==> config.mk <==
export PLATFORM = sky130hd
export DESIGN_NAME = wb_multiport
export DESIGN_NICKNAME = d
export VERILOG_FILES = /design/src/rtl/wb_multiport.sv
export SDC_FILE = /design/constraint.sdc
export NUM_CORES = 1
export LEC_CHECK = 0
export CAP_MARGIN = 25
export CORE_AREA = 2 2 227 229
export DETAILED_ROUTE_END_ITERATION = 8
export DIE_AREA = 0 0 229 231
export GPL_TIMING_DRIVEN = 0
export PLACE_DENSITY = 0.71
export SLEW_MARGIN = 20
export SYNTH_ARGS = -nofsm -noshare
export SYNTH_HDL_FRONTEND = slang
export SYNTH_SLANG_ARGS = --single-unit
==> constraint.sdc <==
create_clock -name clk -period 2.8 [get_ports clk]
set_input_delay 0.7 -clock clk [delete_from_list [all_inputs] [get_ports clk]]
set_output_delay 0.7 -clock clk [all_outputs]
set_load 0.01 [all_outputs]
==> src/rtl/wb_multiport.sv <==
// Multi-lane write-back stage: holds one entry of up to LANES results, drives the
// register-file write ports, commits HI/LO once per entry and counts retired lanes.
module wb_multiport #(
   parameter int LANES = 2,
   parameter int DW    = 32,
   parameter int CNTW  = 32
) (
   input  logic                  clk,
   input  logic                  rst,
   input  logic                  stall_wb,
   input  logic                  stall_next,
   input  logic                  flush,
   input  logic [LANES-1:0]      in_valid,
   input  logic [LANES*32-1:0]   in_pc,
   input  logic [LANES-1:0]      in_we,
   input  logic [LANES*5-1:0]    in_waddr,
   input  logic [LANES*DW-1:0]   in_wdata,
   input  logic [LANES*2-1:0]    in_hilo_op,
   input  logic [LANES*2*DW-1:0] in_hilo_data,
   output logic [LANES-1:0]      rf_we,
   output logic [LANES*5-1:0]    rf_waddr,
   output logic [LANES*DW-1:0]   rf_wdata,
   output logic [DW-1:0]         hi_q,
   output logic [DW-1:0]         lo_q,
   output logic [DW-1:0]         hi_fwd,
   output logic [DW-1:0]         lo_fwd,
   output logic [CNTW-1:0]       retired,
   output logic [LANES*32-1:0]   debug_wb_pc,
   output logic [LANES*4-1:0]    debug_wb_rf_wen
);

   function automatic logic [CNTW-1:0] popcount(input logic [LANES-1:0] v);
      logic [CNTW-1:0] n;
      n = '0;
      for (int i = 0; i < LANES; i++) begin
         n = n + CNTW'(v[i]);
      end
      return n;
   endfunction

   logic [LANES-1:0]      valid_r;
   logic [LANES*32-1:0]   pc_r;
   logic [LANES-1:0]      we_r;
   logic [LANES*5-1:0]    waddr_r;
   logic [LANES*DW-1:0]   wdata_r;
   logic [LANES*2-1:0]    hilo_op_r;
   logic [LANES*2*DW-1:0] hilo_data_r;
   logic                  fresh_r;
   logic [DW-1:0]         hi_r;
   logic [DW-1:0]         lo_r;
   logic [CNTW-1:0]       retired_r;

   logic                  load_bubble_s;
   logic                  capture_s;
   logic                  kill_s;
   logic [DW-1:0]         hi_upd_s;
   logic [DW-1:0]         lo_upd_s;

   assign load_bubble_s = flush | (stall_wb & ~stall_next);
   assign capture_s     = ~stall_wb & ~flush;

   // Entry register: reset > flush/bubble > capture > hold; fresh marks the first presented cycle.
   always_ff @(posedge clk) begin
      if (rst) begin
         valid_r     <= '0;
         pc_r        <= '0;
         we_r        <= '0;
         waddr_r     <= '0;
         wdata_r     <= '0;
         hilo_op_r   <= '0;
         hilo_data_r <= '0;
         fresh_r     <= 1'b0;
      end else if (load_bubble_s) begin
         valid_r     <= '0;
         pc_r        <= '0;
         we_r        <= '0;
         waddr_r     <= '0;
         wdata_r     <= '0;
         hilo_op_r   <= '0;
         hilo_data_r <= '0;
         fresh_r     <= 1'b0;
      end else if (capture_s) begin
         valid_r     <= in_valid;
         pc_r        <= in_pc;
         we_r        <= in_we;
         waddr_r     <= in_waddr;
         wdata_r     <= in_wdata;
         hilo_op_r   <= in_hilo_op;
         hilo_data_r <= in_hilo_data;
         fresh_r     <= |in_valid;
      end else begin
         fresh_r     <= 1'b0;
      end
   end

   // Pending HI/LO value: youngest selecting lane wins, only during the fresh cycle.
   always_comb begin
      hi_upd_s = hi_r;
      lo_upd_s = lo_r;
      if (fresh_r) begin
         for (int i = 0; i < LANES; i++) begin
            hi_upd_s = (valid_r[i] && hilo_op_r[2*i])   ? hilo_data_r[2*DW*i+DW +: DW] : hi_upd_s;
            lo_upd_s = (valid_r[i] && hilo_op_r[2*i+1]) ? hilo_data_r[2*DW*i +: DW]    : lo_upd_s;
         end
      end else begin
         hi_upd_s = hi_r;
         lo_upd_s = lo_r;
      end
   end

   // Architectural HI/LO and retired counter advance once per fresh entry.
   always_ff @(posedge clk) begin
      if (rst) begin
         hi_r      <= '0;
         lo_r      <= '0;
         retired_r <= '0;
      end else begin
         hi_r      <= hi_upd_s;
         lo_r      <= lo_upd_s;
         retired_r <= retired_r + (fresh_r ? popcount(valid_r) : '0);
      end
   end

   // Write strobes: a lane is suppressed when a younger lane writes the same register.
   always_comb begin
      rf_we           = '0;
      debug_wb_rf_wen = '0;
      kill_s          = 1'b0;
      for (int i = 0; i < LANES; i++) begin
         kill_s = 1'b0;
         for (int j = i + 1; j < LANES; j++) begin
            kill_s = kill_s | (valid_r[j] & we_r[j] & (waddr_r[5*j +: 5] == waddr_r[5*i +: 5]));
         end
         rf_we[i] = valid_r[i] & we_r[i] & (waddr_r[5*i +: 5] != 5'd0) & ~kill_s;
         debug_wb_rf_wen[4*i +: 4] = {4{rf_we[i]}};
      end
   end

   assign rf_waddr    = waddr_r;
   assign rf_wdata    = wdata_r;
   assign debug_wb_pc = pc_r;
   assign hi_q        = hi_r;
   assign lo_q        = lo_r;
   assign hi_fwd      = hi_upd_s;
   assign lo_fwd      = lo_upd_s;
   assign retired     = retired_r;

endmodule

==> impl_metrics.yaml <==
sta:
  setup_viol: 11
  rsz0062_at_grt: "yes"
  finClkSkew_ps: 33.3
  fin_crit_ps: 2940
  max_freq_ghz: 0.340
  max_slew_margin: 0.439
  slew_viol_final: 0
  fin_crit_sh: 1.05
  hold_violations: 0
  fin_ws_ps: -142
  max_slew.worst_pin.slew_ps: 841
power:
  ir_worst_vdd_mv: 0.469
  power_leakage_nw: 8.69
  p_per_area_nw_per_um2: 500
cts:
  cts_hold_buf: 0
  cts.clk_slew.worst_paths_ps: 60
  cts_tree: "done"
  clock_tree.htree_level_count: 2
  cts_inserted_buffers: 43
  cts_root_buffer: "clkbuf_16"
  clockBufferDepth: 3
  clk_latency_ps: 590
  cts.sinks: 371
drt:
  drc_errors: 0
  routed_via_density: 4.90
  first_pass_iters: 5
  vias: 15500
  wl_per_cell_um: 20.5
  drtIter0Drc: 1044
  ant_nets: 0
  wl_um: 64800
status:
  violations: "negative setup slack"
  status: "finished, violations left"
final_layout:
  layout.cells.non_filler: 3163
  nets: 2729
  area_growth_syn_to_layout_pct: 68.3
  final_cell_mix: "nand2_1 (559), clkdlybuf4s50_1 (511), dfxtp_1 (361), a21oi_1 (291), clkbuf_1 (97)"
  drive_gt1_frac: 0.162
  layout_commonest_cell: "nand2_1"
  fillCellCount: 4802
place:
  finalWeightedCongestion: 0.932
  post-place-ws_ps: -1440
  numPortBuffers: 585
  dpl.cell_count: 3043
  dp_hpwl_um: 48900
setup_path:
  cp.required_ps: 2100
  critPathLaunchType: "flop"
  critPathArrivalTime_ps: 2240
  crit_type: "reg2out"
  cp_cell_sequence: "buf_6 -> xor2_1 -> nor4_1 -> nand4_1 -> o2111a_2 -> buf_12 -> buf_6 -> buf_6 -> buf_6"
  end_kind: "output pin"
  critPathMaxFanout: 3
  slowest_stage: "dfxtp_4"
  cpMostUsedCell: "buf_6"
  max_stage_delay_ps: 350
die:
  rows: 83
  start_util: 0.287
  die_h_um: 231
  boundaryPins: 587
  dieArea_um2: 52900
  die_w_um: 229
  core-area_um2: 50700
grt:
  grt_first_pass_wirelength_um: 93200
  antenna_found_initial: 8
  grt_max_degree: 13
  grt_pass1_vias: 15400
  grt_use_total: 0.231
  grt_overflow: 0
yosys:
  synth_area_per_cell_um2: 8.19
  synth_top_area_share: 0.511
  ys_types: 41
  seq_area_frac_synth: 0.511
  synth_area_leaders: "dfxtp_1 (51%), nand2_1 (15%), a21oi_1 (10%)"
  yosys_warnings: 0
  yosysTopAreaCell: "dfxtp_1"
  postSynthCellCount: 1774
  synth_area_um2: 14500
  syn_nets: 2057
  synth-seq-cells: 371
hold_path:
  hold_class: "reg2reg"
run:
  max_cap_viol_count: 0
-- through the flow --
step	total power [W]	setup TNS [ps]	cell area [um2]	utilization	hold WS (ps)
finish	0.0122	-513	24400	0.482	449
global route	0.0126	-1960	24400	0.482	464
CTS	0.0123	-470	24100	0.475	449
detailed placement	0.00650	-135690	21300	0.420	441
global placement	0.00648	-202560	21200	0.419	438
floorplan	0.00582	0	14500	-	431
-- routing by layer --
layer	up-vias	global-route usage	routed length [um]
met5	-	0	27
met4	4	0.0929	2500
met3	133	0.0645	4870
met2	641	0.407	32100
met1	7361	0.263	25200
li1	7369	-	-
-- timing repair --
| action | CTS | global route |
|---|---|---|
| pin swaps | 13 | 19 |
| resized for setup | 523 | 132 |
| setup buffers | 31 | 8 |
| gates cloned | 1 | 1 |
| setup endpoints to repair | 105 | 72 |
-- report_power, final --
part / internal [W] / switching (W) / total (W)
clock network: 0.00343 / 0.00236 / 0.00579
logic: 0.000523 / 0.000506 / 0.00103
registers: 0.00535 / 0.0000498 / 0.00539
total: 0.00930 / 0.00291 / 0.0122
-- cell families after synthesis --
kind of cell             after synthesis  synth area share
AO/OA/AOI/OAI                        447             0.185
XOR/XNOR                              15           0.00905
adder cells (fa/ha/maj)                4           0.00396
buffers and inverters                163            0.0464
flip-flops                           371             0.511
multiplexers                           1          0.000775
AND/OR/NAND/NOR                      773             0.243
-- cell usage after synthesis, drive strengths merged --
cell	number
mux2	1
nand3b	65
dfxtp	371
o31ai	74
inv	7
and4	4
o311a	1
ha	3
o21ai	9
a31o	1
or4	11
nor4	4
a2bb2oi	64
a21boi	2
and3	3
or2	1
nand4b	1
xnor2	6
clkbuf	116
nor3	4
nor2	17
nand4	11
or3	7
o2111a	1
xor2	9
a21oi	294
nor2b	66
nand2	563
and4b	1
a21o	1
and2	3
nand3	12
buf	40
fa	1
-- worst paths after layout --
kind	start	end	slack [ps]	depth (start not counted)
worst max-delay path	rf_waddr[1]$_SDFFE_PP0P_	debug_wb_rf_wen[1]	-140	9
worst min-delay path	hilo_data_r[96]$_SDFFE_PP0P_	hilo_data_r[96]$_SDFFE_PP0P_	450	2
worst max register to register	fresh_r$_SDFF_PP0_	retired[30]$_SDFF_PP0_	50	11
worst min register to register	hilo_data_r[96]$_SDFFE_PP0P_	hilo_data_r[96]$_SDFFE_PP0P_	450	2
-- sequential cells by signal, summed over array words and instances, names as in the netlist --
name and flops:
hi_q 32, hilo_op_r 4, fresh_r 1, hilo_data_r 128, valid_r 2, we_r 2
rf_waddr 10, rf_wdata 64, debug_wb_pc 64, lo_q 32, retired 32
-- area by class of cell --
class                   instances  area, um2  area share
well taps                     680        851      0.0348
clock buffers                  62       1270      0.0519
plain buffers                 152        907      0.0371
diodes                          4       10.0    0.000409
inverters                       7       26.3     0.00107
multi-input cells            1240       7680       0.314
repair buffers                631       6070       0.248
clock inverters                16        179     0.00732
flip-flops and latches        371       7450       0.305
-- worst max-delay path: cells and delay by family, from the launching register on --
family | cells | cell delay, ps
flip-flops | 1 | 350
XOR/XNOR | 1 | 150
AND/OR/NAND/NOR | 2 | 430
AO/OA/AOI/OAI | 1 | 180
buffers and inverters | 5 | 580
Power figures use the tool's default switching activity.
